**config.mk**
```make
export PLATFORM = sky130hd
export DESIGN_NAME = ram_be_clr
export DESIGN_NICKNAME = d
export VERILOG_FILES = /design/src/rtl/ram_pkg.sv /design/src/rtl/ram_clr_seq.sv /design/src/rtl/ram_be_clr.sv
export SDC_FILE = /design/constraint.sdc
export NUM_CORES = 1
export LEC_CHECK = 0
export ABC_AREA = 1
export CAP_MARGIN = 20
export CORE_UTILIZATION = 30
export CTS_BUF_LIST = sky130_fd_sc_hd__clkbuf_4
export CTS_CLUSTER_DIAMETER = 30
export CTS_CLUSTER_SIZE = 16
export DETAILED_ROUTE_END_ITERATION = 12
export PLACE_DENSITY = 0.51
export SYNTH_ARGS = -nofsm -noshare
export SYNTH_HDL_FRONTEND = slang
export SYNTH_HIERARCHICAL = 1
export SYNTH_SLANG_ARGS = --single-unit
```
**constraint.sdc**
```tcl
create_clock -name Clk -period 2.45 [get_ports Clk]
set_clock_uncertainty 0.05 [all_clocks]
set_input_delay 0.245 -clock Clk [delete_from_list [all_inputs] [get_ports Clk]]
set_output_delay 0.245 -clock Clk [all_outputs]
set_load 0.03 [all_outputs]
```
**src/rtl/ram_pkg.sv**
```systemverilog
// Shared types and helpers for the byte-enable scratch RAM with hardware clear.
package ram_pkg;

  // Width of one byte lane gated by a single byte-enable bit.
  localparam int BYTE_W = 8;

  // Widest word the merge helper handles; callers zero-extend into it.
  localparam int MAX_DATA_W = 256;
  localparam int MAX_BE_W   = MAX_DATA_W / BYTE_W;

  // Sequencer state: sweeping zeros through the array, or serving commands.
  typedef enum logic {
    RAM_CLEAR = 1'b0,
    RAM_READY = 1'b1
  } ram_state_t;

  // Returns old_word with every byte lane whose enable is set replaced by
  // the matching lane of new_word. Lanes with be=0 keep their old value.
  function automatic logic [MAX_DATA_W-1:0] be_merge(
    input logic [MAX_DATA_W-1:0] old_word,
    input logic [MAX_DATA_W-1:0] new_word,
    input logic [MAX_BE_W-1:0]   be
  );
    logic [MAX_DATA_W-1:0] merged;
    merged = old_word;
    for (int i = 0; i < MAX_BE_W; i++) begin
      if (be[i]) begin
        merged[i*BYTE_W +: BYTE_W] = new_word[i*BYTE_W +: BYTE_W];
      end
    end
    return merged;
  endfunction

endpackage

```
**src/rtl/ram_clr_seq.sv**
```systemverilog
// Clear sequencer: owns the CLEAR/READY state and the sweep address counter.
// While clearing it asks the array to write zero at one address per cycle.
module ram_clr_seq
  import ram_pkg::*;
#(
  parameter int ADDR_W = 4
) (
  input  logic              i_clk,
  input  logic              i_rst_n,
  input  logic              i_clrReq,
  output logic              o_ready,
  output logic              o_clrWe,
  output logic [ADDR_W-1:0] o_clrAddr
);

  ram_state_t        r_state;
  logic [ADDR_W-1:0] r_clrCnt;

  // State and sweep counter; the counter wraps to 0 when leaving CLEAR so a
  // later clear request always starts from address 0.
  always_ff @(posedge i_clk) begin
    if (!i_rst_n) begin
      r_state  <= RAM_CLEAR;
      r_clrCnt <= '0;
    end else begin
      case (r_state)
        RAM_CLEAR: begin
          r_clrCnt <= r_clrCnt + 1'b1;
          if (&r_clrCnt) begin
            r_state <= RAM_READY;
          end
        end
        RAM_READY: begin
          if (i_clrReq) begin
            r_state  <= RAM_CLEAR;
            r_clrCnt <= '0;
          end
        end
        default: begin
          r_state  <= RAM_CLEAR;
          r_clrCnt <= '0;
        end
      endcase
    end
  end

  assign o_ready   = (r_state == RAM_READY);
  assign o_clrWe   = (r_state == RAM_CLEAR);
  assign o_clrAddr = r_clrCnt;

endmodule

```
**src/rtl/ram_be_clr.sv**
```systemverilog
// Single-port scratch RAM with per-byte write enables, a registered read
// port with a valid strobe, and a hardware clear sweep after reset or on
// request. Commands are only honoured while ready is high.
module ram_be_clr
  import ram_pkg::*;
#(
  parameter  int DATA_W = 8,
  parameter  int ADDR_W = 4,
  localparam int DEPTH  = 2**ADDR_W,
  localparam int BE_W   = DATA_W / BYTE_W
) (
  input  logic              Clk,
  input  logic              Rst_n,
  input  logic              wr_en,
  input  logic              rd_en,
  input  logic [ADDR_W-1:0] Addr,
  input  logic [DATA_W-1:0] wr_data,
  input  logic [BE_W-1:0]   wr_be,
  input  logic              clr_req,
  output logic [DATA_W-1:0] rd_data,
  output logic              rd_valid,
  output logic              ready,
  output logic              cmd_err
);

  logic [DATA_W-1:0] r_mem [DEPTH];
  logic [DATA_W-1:0] r_rdData;
  logic              r_rdValid;
  logic              r_cmdErr;

  logic              w_ready;
  logic              w_clrWe;
  logic [ADDR_W-1:0] w_clrAddr;
  logic              w_anyCmd;
  logic              w_conflict;
  logic              w_wrAccept;
  logic              w_rdAccept;
  logic              w_reject;
  logic [DATA_W-1:0] w_mergeData;

  ram_clr_seq #(
    .ADDR_W (ADDR_W)
  ) u_clrSeq (
    .i_clk     (Clk),
    .i_rst_n   (Rst_n),
    .i_clrReq  (clr_req),
    .o_ready   (w_ready),
    .o_clrWe   (w_clrWe),
    .o_clrAddr (w_clrAddr)
  );

  // A command is taken only in READY with no clear request and no
  // read/write conflict; everything else presented is rejected.
  assign w_anyCmd   = wr_en | rd_en;
  assign w_conflict = wr_en & rd_en;
  assign w_wrAccept = w_ready & ~clr_req & wr_en & ~rd_en;
  assign w_rdAccept = w_ready & ~clr_req & rd_en & ~wr_en;
  assign w_reject   = w_anyCmd & (~w_ready | clr_req | w_conflict);

  assign w_mergeData = DATA_W'(be_merge(MAX_DATA_W'(r_mem[Addr]),
                                        MAX_DATA_W'(wr_data),
                                        MAX_BE_W'(wr_be)));

  // Array write port: the clear sweep and user writes never overlap because
  // user writes require READY. Nothing is written while reset is held.
  always_ff @(posedge Clk) begin
    if (Rst_n) begin
      if (w_clrWe) begin
        r_mem[w_clrAddr] <= '0;
      end else if (w_wrAccept) begin
        r_mem[Addr] <= w_mergeData;
      end
    end
  end

  // Read register and status strobes; rd_data only changes on an accepted
  // read so it survives a clear sweep untouched.
  always_ff @(posedge Clk) begin
    if (!Rst_n) begin
      r_rdData  <= '0;
      r_rdValid <= 1'b0;
      r_cmdErr  <= 1'b0;
    end else begin
      r_rdValid <= w_rdAccept;
      r_cmdErr  <= w_reject;
      if (w_rdAccept) begin
        r_rdData <= r_mem[Addr];
      end
    end
  end

  assign rd_data  = r_rdData;
  assign rd_valid = r_rdValid;
  assign cmd_err  = r_cmdErr;
  assign ready    = w_ready;

endmodule

```
==> flow_summary.yaml, run 1 <==
outcome:
  outcome: "completed"
synthesis:
  synth_top_area_share_pct: 60.1
  synthesis.nets: 691
  yosysWarningCount: 6
  syn_area_per_cell_um2: 9.52
  synthDistinctLibCells: 25
  ys_ff_latch: 143
  ys_top_cells_by_area: "edfxtp_1 (60%), nand2_1 (13%), nand3_1 (7.6%)"
  synthCells: 672
  synth_area_um2: 6400
  synth-seq-area-share_pct: 64.8
  synth_top_area_cell: "edfxtp_1"
global_routing:
  grt-ovfl-total: 0
  grt_pass1_wl_um: 26900
  antenna_found_initial: 1
  grt_pass1_vias: 4457
  grtUsageTotal_pct: 17.0
  grt_max_degree: 47
flow_run:
  drv_cap: 0
critical_path:
  r2r_start: "u_clrSeq/o_ready"
  r2r_slack_ps: 210
  critical_path_class: "reg -> reg"
  crit_arrival_ps: 2450
  timing.rr.end: "r_mem[13][3]"
  rr_worst_depth: 7
  crit_fanout: 12
  crit_path_start_kind: "register"
  critical_path_required_ps: 2660
  end_kind: "register"
floorplan:
  core_area_um2: 21000
  start_util_pct: 30.5
  die-area_um2: 21900
  rows: 53
  ioPinCount: 29
  dieWidth_um: 148
  die_h_um: 148
clocking:
  ctsHoldBuffers: 0
  cts_resized: 0
  cts_sinks: 143
  clockBufferDepth: 2
  numCtsBuffers: 17
  path_clk_slew_ps: 120
  post-cts-setup-buffers: 0
  clkLatencyLatePin_ps: 540
  cts_tree: "done"
  h-tree-depth: 4
  cts_root_buf: "clkbuf_4"
timing:
  setup_viol: 0
  fin_crit_ps: 2240
  worst_pin_slew_ps: 510
  hold_violations: 0
  slew_headroom_pct: 66.0
  max_freq_ghz: 0.447
  finalCritPeriodShare_pct: 91.3
  drv_slew: 0
  setup-tns-final_ps: 0
  finalWorstSetupSlack_ps: 214
  grt_setup_unrepaired: "no"
layout:
  fillers: 2146
  multiInputGateArea_um2: 1760
  final_area_um2: 7730
  final_nets: 773
  regArea_um2: 4140
  fin_cells: 1042
  layout_common_cells: "nand2_1 (226), edfxtp_1 (128), nand3_1 (97), inv_1 (88), nor2_1 (57)"
  area_growth_pct: 20.8
  drive_above_1_share_pct: 14.2
  final_common_cell: "nand2_1"
drt:
  vias_per_cell: 4.51
  wl_um: 17500
  route.detailed.drc: 0
  num_vias: 4695
  postRouteAntennaNets: 0
  first_iter_violations: 374
  detail_route.wl_per_cell_um: 16.8
  drt-pass1-iter-count: 5
placed_design:
  gp_congestion: 0.796
  placement.io_buffers: 28
  placed_cell_area_um2: 7450
  place_inst: 1010
  place_ws_ps: -23.9
  place_hpwl_um: 11600
power_and_ir_drop:
  p_comb_share_pct: 7.6
  cellLeakagePower_nw: 3.39
  pwr-share-seq_pct: 58.8
  internal_power_mw: 3.45
  switchingPower_mw: 1.06
  power_density_nw_per_um2: 584
  p_sw_share_pct: 23.5
  clkPwrFrac_pct: 33.6
  ir_worst_vdd_uv: 221
worst_hold_path:
  hold_class: "in -> reg"
  hp-start: "rd_en"
  hold_depth: 4
  holdPathEnd: "cmd_err"
## power groups by stage
stage	clock network, mW	logic, mW	registers, mW
floorplan	0	0.185	2.71
global placement	0	0.346	2.71
detailed placement	0	0.347	2.71
CTS	1.56	0.349	2.65
global route	1.66	0.378	2.66
finish	1.51	0.344	2.65
## how the worst max path moves through the flow
stage	startpoint	end	cells past startpoint
2_1_floorplan	u_clrSeq/o_ready	r_mem[12][0]	7
3_3_place_gp	rd_en	r_mem[9][3]	7
3_5_place_dp	rd_en	r_mem[13][0]	7
4_1_cts	u_clrSeq/o_ready	r_mem[13][3]	7
5_1_grt	u_clrSeq/o_ready	r_mem[13][3]	9
6_report	u_clrSeq/o_ready	r_mem[13][3]	7
## stage by stage
stage	hold slack [ps]	power, mW	util [%]
3_5_place_dp	445	3.06	35.6
5_1_grt	322	4.70	36.9
3_3_place_gp	438	3.06	35.6
4_1_cts	308	4.57	36.9
2_1_floorplan	274	2.90	-
6_report	360	4.51	36.9
## layer usage
metal  share of wire, %  track usage, %
met1                 45            23.1
met2                 48            26.8
met3                4.8            3.40
met4                1.8            5.77
met5                  0               0
## synth_stat cells
| cell type | n |
|---|---|
| nor3_4 | 1 |
| dfxtp_1 | 15 |
| nor2_1 | 57 |
| o21ai_4 | 1 |
| nor4_1 | 1 |
| nor2_4 | 1 |
| o21ai_0 | 4 |
| o21ai_1 | 2 |
| edfxtp_1 | 128 |
| nor2_2 | 1 |
| buf_2 | 21 |
| nand3_1 | 97 |
| nand4_4 | 1 |
| inv_1 | 88 |
| nand2_2 | 3 |
| nor3_1 | 1 |
| ha_1 | 1 |
| nand3_2 | 4 |
| o21ai_2 | 1 |
| buf_6 | 1 |
| clkinv_1 | 2 |
| clkbuf_1 | 6 |
| inv_2 | 6 |
| nand2_1 | 226 |
| a21oi_1 | 3 |
## sequential cells by signal, summed over array words and instances (netlist names)
| signal | flops |
|---|---|
| rd_valid | 1 |
| u_clrSeq/o_clrAddr | 4 |
| r_mem | 128 |
| u_clrSeq/o_ready | 1 |
| cmd_err | 1 |
| rd_data | 8 |
## cells by family (layout without fill, tap and decap cells)
group | Yosys count | after routing | share of synthesized area (%)
flip-flops | 143 | 143 | 64.8
AO/OA/AOI/OAI | 11 | 11 | 1.10
other | 0 | 1 | 0
buffers and inverters | 124 | 218 | 7.80
AND/OR/NAND/NOR | 393 | 393 | 26.1
adder cells (fa/ha/maj) | 1 | 1 | 0.196
## critical path: stages (launching register included)
cell and delay [ps]:
dfxtp_1 440, inv_2 60, nor2_1 170, nand4_4 260
o21ai_1 280, nand2_1 140, nor2_1 330, buf_4 220
## final cells by class
| type | count | area share, % |
|---|---|---|
| flip-flops and latches | 143 | 53.6 |
| multi-input cells | 405 | 22.7 |
| repair buffers | 91 | 11.0 |
| inverters | 96 | 4.66 |
| well taps | 275 | 4.45 |
| clock inverters | 14 | 1.94 |
| clock buffers | 17 | 1.65 |
| diodes | 1 | 0.0324 |
(Power assumes the default switching activity.)
==> run 2: changes to the inputs <==
- CORE_MARGIN: unset -> 2
==> flow_summary.yaml, run 2 (synthesis gave the netlist of run 1 again) <==
outcome:
  outcome: "completed"
clocking:
  cts_root_buf: "clkbuf_4"
  cts_resized: 0
  path_clk_slew_ps: 130
  cts_tree: "done"
  clockBufferDepth: 2
  clkLatencyLatePin_ps: 550
  cts_sinks: 143
  ctsHoldBuffers: 0
  numCtsBuffers: 17
  post-cts-setup-buffers: 0
  h-tree-depth: 4
floorplan:
  start_util_pct: 30.5
  core_area_um2: 21000
  die_h_um: 150
  rows: 53
  dieWidth_um: 150
  die-area_um2: 22500
  ioPinCount: 29
worst_hold_path:
  hp-start: "rd_en"
  hold_class: "in -> reg"
  holdPathEnd: "cmd_err"
  hold_depth: 3
drt:
  first_iter_violations: 418
  detail_route.wl_per_cell_um: 15.6
  route.detailed.drc: 0
  num_vias: 4531
  drt-pass1-iter-count: 5
  vias_per_cell: 4.45
  wl_um: 15900
  postRouteAntennaNets: 0
power_and_ir_drop:
  cellLeakagePower_nw: 3.31
  ir_worst_vdd_uv: 251
  total_power_mw: 4.67
  power_density_nw_per_um2: 613
critical_path:
  max_stage_delay_ps: 430
  crit_top_cell: "nor2_1"
  end_kind: "register"
  crit_path_start_kind: "register"
  crit_arrival_ps: 2350
  slowest_stage: "dfxtp_1"
  worstPathCellList: "inv_2, nor2_1, nand4_4, nand2_2, inv_1, nor2_2, nand3_2, nor2_1, buf_4"
  crit_fanout: 13
  critical_path_class: "reg -> reg"
  r2r_slack_ps: 310
  rr_worst_depth: 9
  crit_buf_inv: 3
  cp_top_family: "simple AND/OR/NAND/NOR gates"
  r2r_start: "u_clrSeq/o_ready"
  timing.rr.end: "r_mem[1][2]"
  critical_path_required_ps: 2660
layout:
  area_growth_pct: 19.1
  drive_above_1_share_pct: 12.0
  final_nets: 748
  largest_reg_flops: 128
  final_area_um2: 7620
  fillers: 2157
  regArea_um2: 4140
  regMostFlops: "r_mem"
  postLayoutCoreUtil_pct: 36.4
  multiInputGateArea_um2: 1760
  final_common_cell: "nand2_1"
  layout_common_cells: "nand2_1 (226), edfxtp_1 (128), nand3_1 (97), inv_1 (88), nor2_1 (57)"
  fin_cells: 1018
global_routing:
  antenna_found_initial: 1
  grt_pass1_wl_um: 24300
  grtUsageTotal_pct: 14.8
  grt_pass1_vias: 4185
  grt_max_degree: 65
  grt-ovfl-total: 0
timing:
  drv_slew: 0
  worst_pin_slew_ps: 569
  hold_violations: 0
  finalWorstSetupSlack_ps: 309
  fin_crit_ps: 2140
  whs_ps: 287
  slew_headroom_pct: 62.0
  max_freq_ghz: 0.467
  setup-tns-final_ps: 0
  finalCritPeriodShare_pct: 87.4
  grt_setup_unrepaired: "no"
  setup_viol: 0
placed_design:
  place_hpwl_um: 9760
  place_inst: 985
  place_ws_ps: 31.0
  placed_cell_area_um2: 7290
  placement.io_buffers: 28
  gp_congestion: 0.761
flow_run:
  drv_cap: 0
## run 2: how the worst max path moves through the flow
stage / to / depth (start not counted) / slack, ps / start
6_report: r_mem[1][2] / 9 / 310 / u_clrSeq/o_ready
5_1_grt: r_mem[5][4] / 7 / 90 / u_clrSeq/o_ready
4_1_cts: r_mem[1][2] / 9 / 260 / u_clrSeq/o_ready
3_5_place_dp: r_mem[14][5] / 9 / 30 / Addr[1]
3_3_place_gp: r_mem[13][5] / 9 / 30 / Addr[1]
2_1_floorplan: r_mem[12][0] / 7 / 180 / u_clrSeq/o_ready
## run 2: where the power goes
part | total [mW] | internal (mW) | switching [mW]
Combinational | 0.329 | 0.121 | 0.209
Clock | 1.69 | 0.823 | 0.862
Sequential | 2.65 | 2.65 | 0.00955
Total | 4.67 | 3.59 | 1.08
## run 2: tightest hold or removal path: stages
cell,delay (ps)
clkdlybuf4s50_1,460
nand2_1,90
a21oi_1,60
## run 2: cell type report
type	count	share of cell area, %
Tap cell	275	4.52
Multi-Input combinational cell	405	23.0
Clock inverter	14	2.51
Sequential cell	143	54.4
Inverter	96	4.73
Timing Repair Buffer	66	9.00
Clock buffer	18	1.77
Antenna cell	1	0.0328
## run 2: metal layers
metal  global-route usage (%)  share of wire, %
met5                        0                 0
met3                     2.56               4.6
met2                     24.4                48
met1                     20.2                46
met4                     4.15               1.4
==> run 3: changes to the inputs <==
- SKIP_CTS_REPAIR_TIMING: unset -> 1
- SLEW_MARGIN: unset -> 20
==> results of run 3 <==
No change in the layout: final DEF, timing and power equal those of run 2.
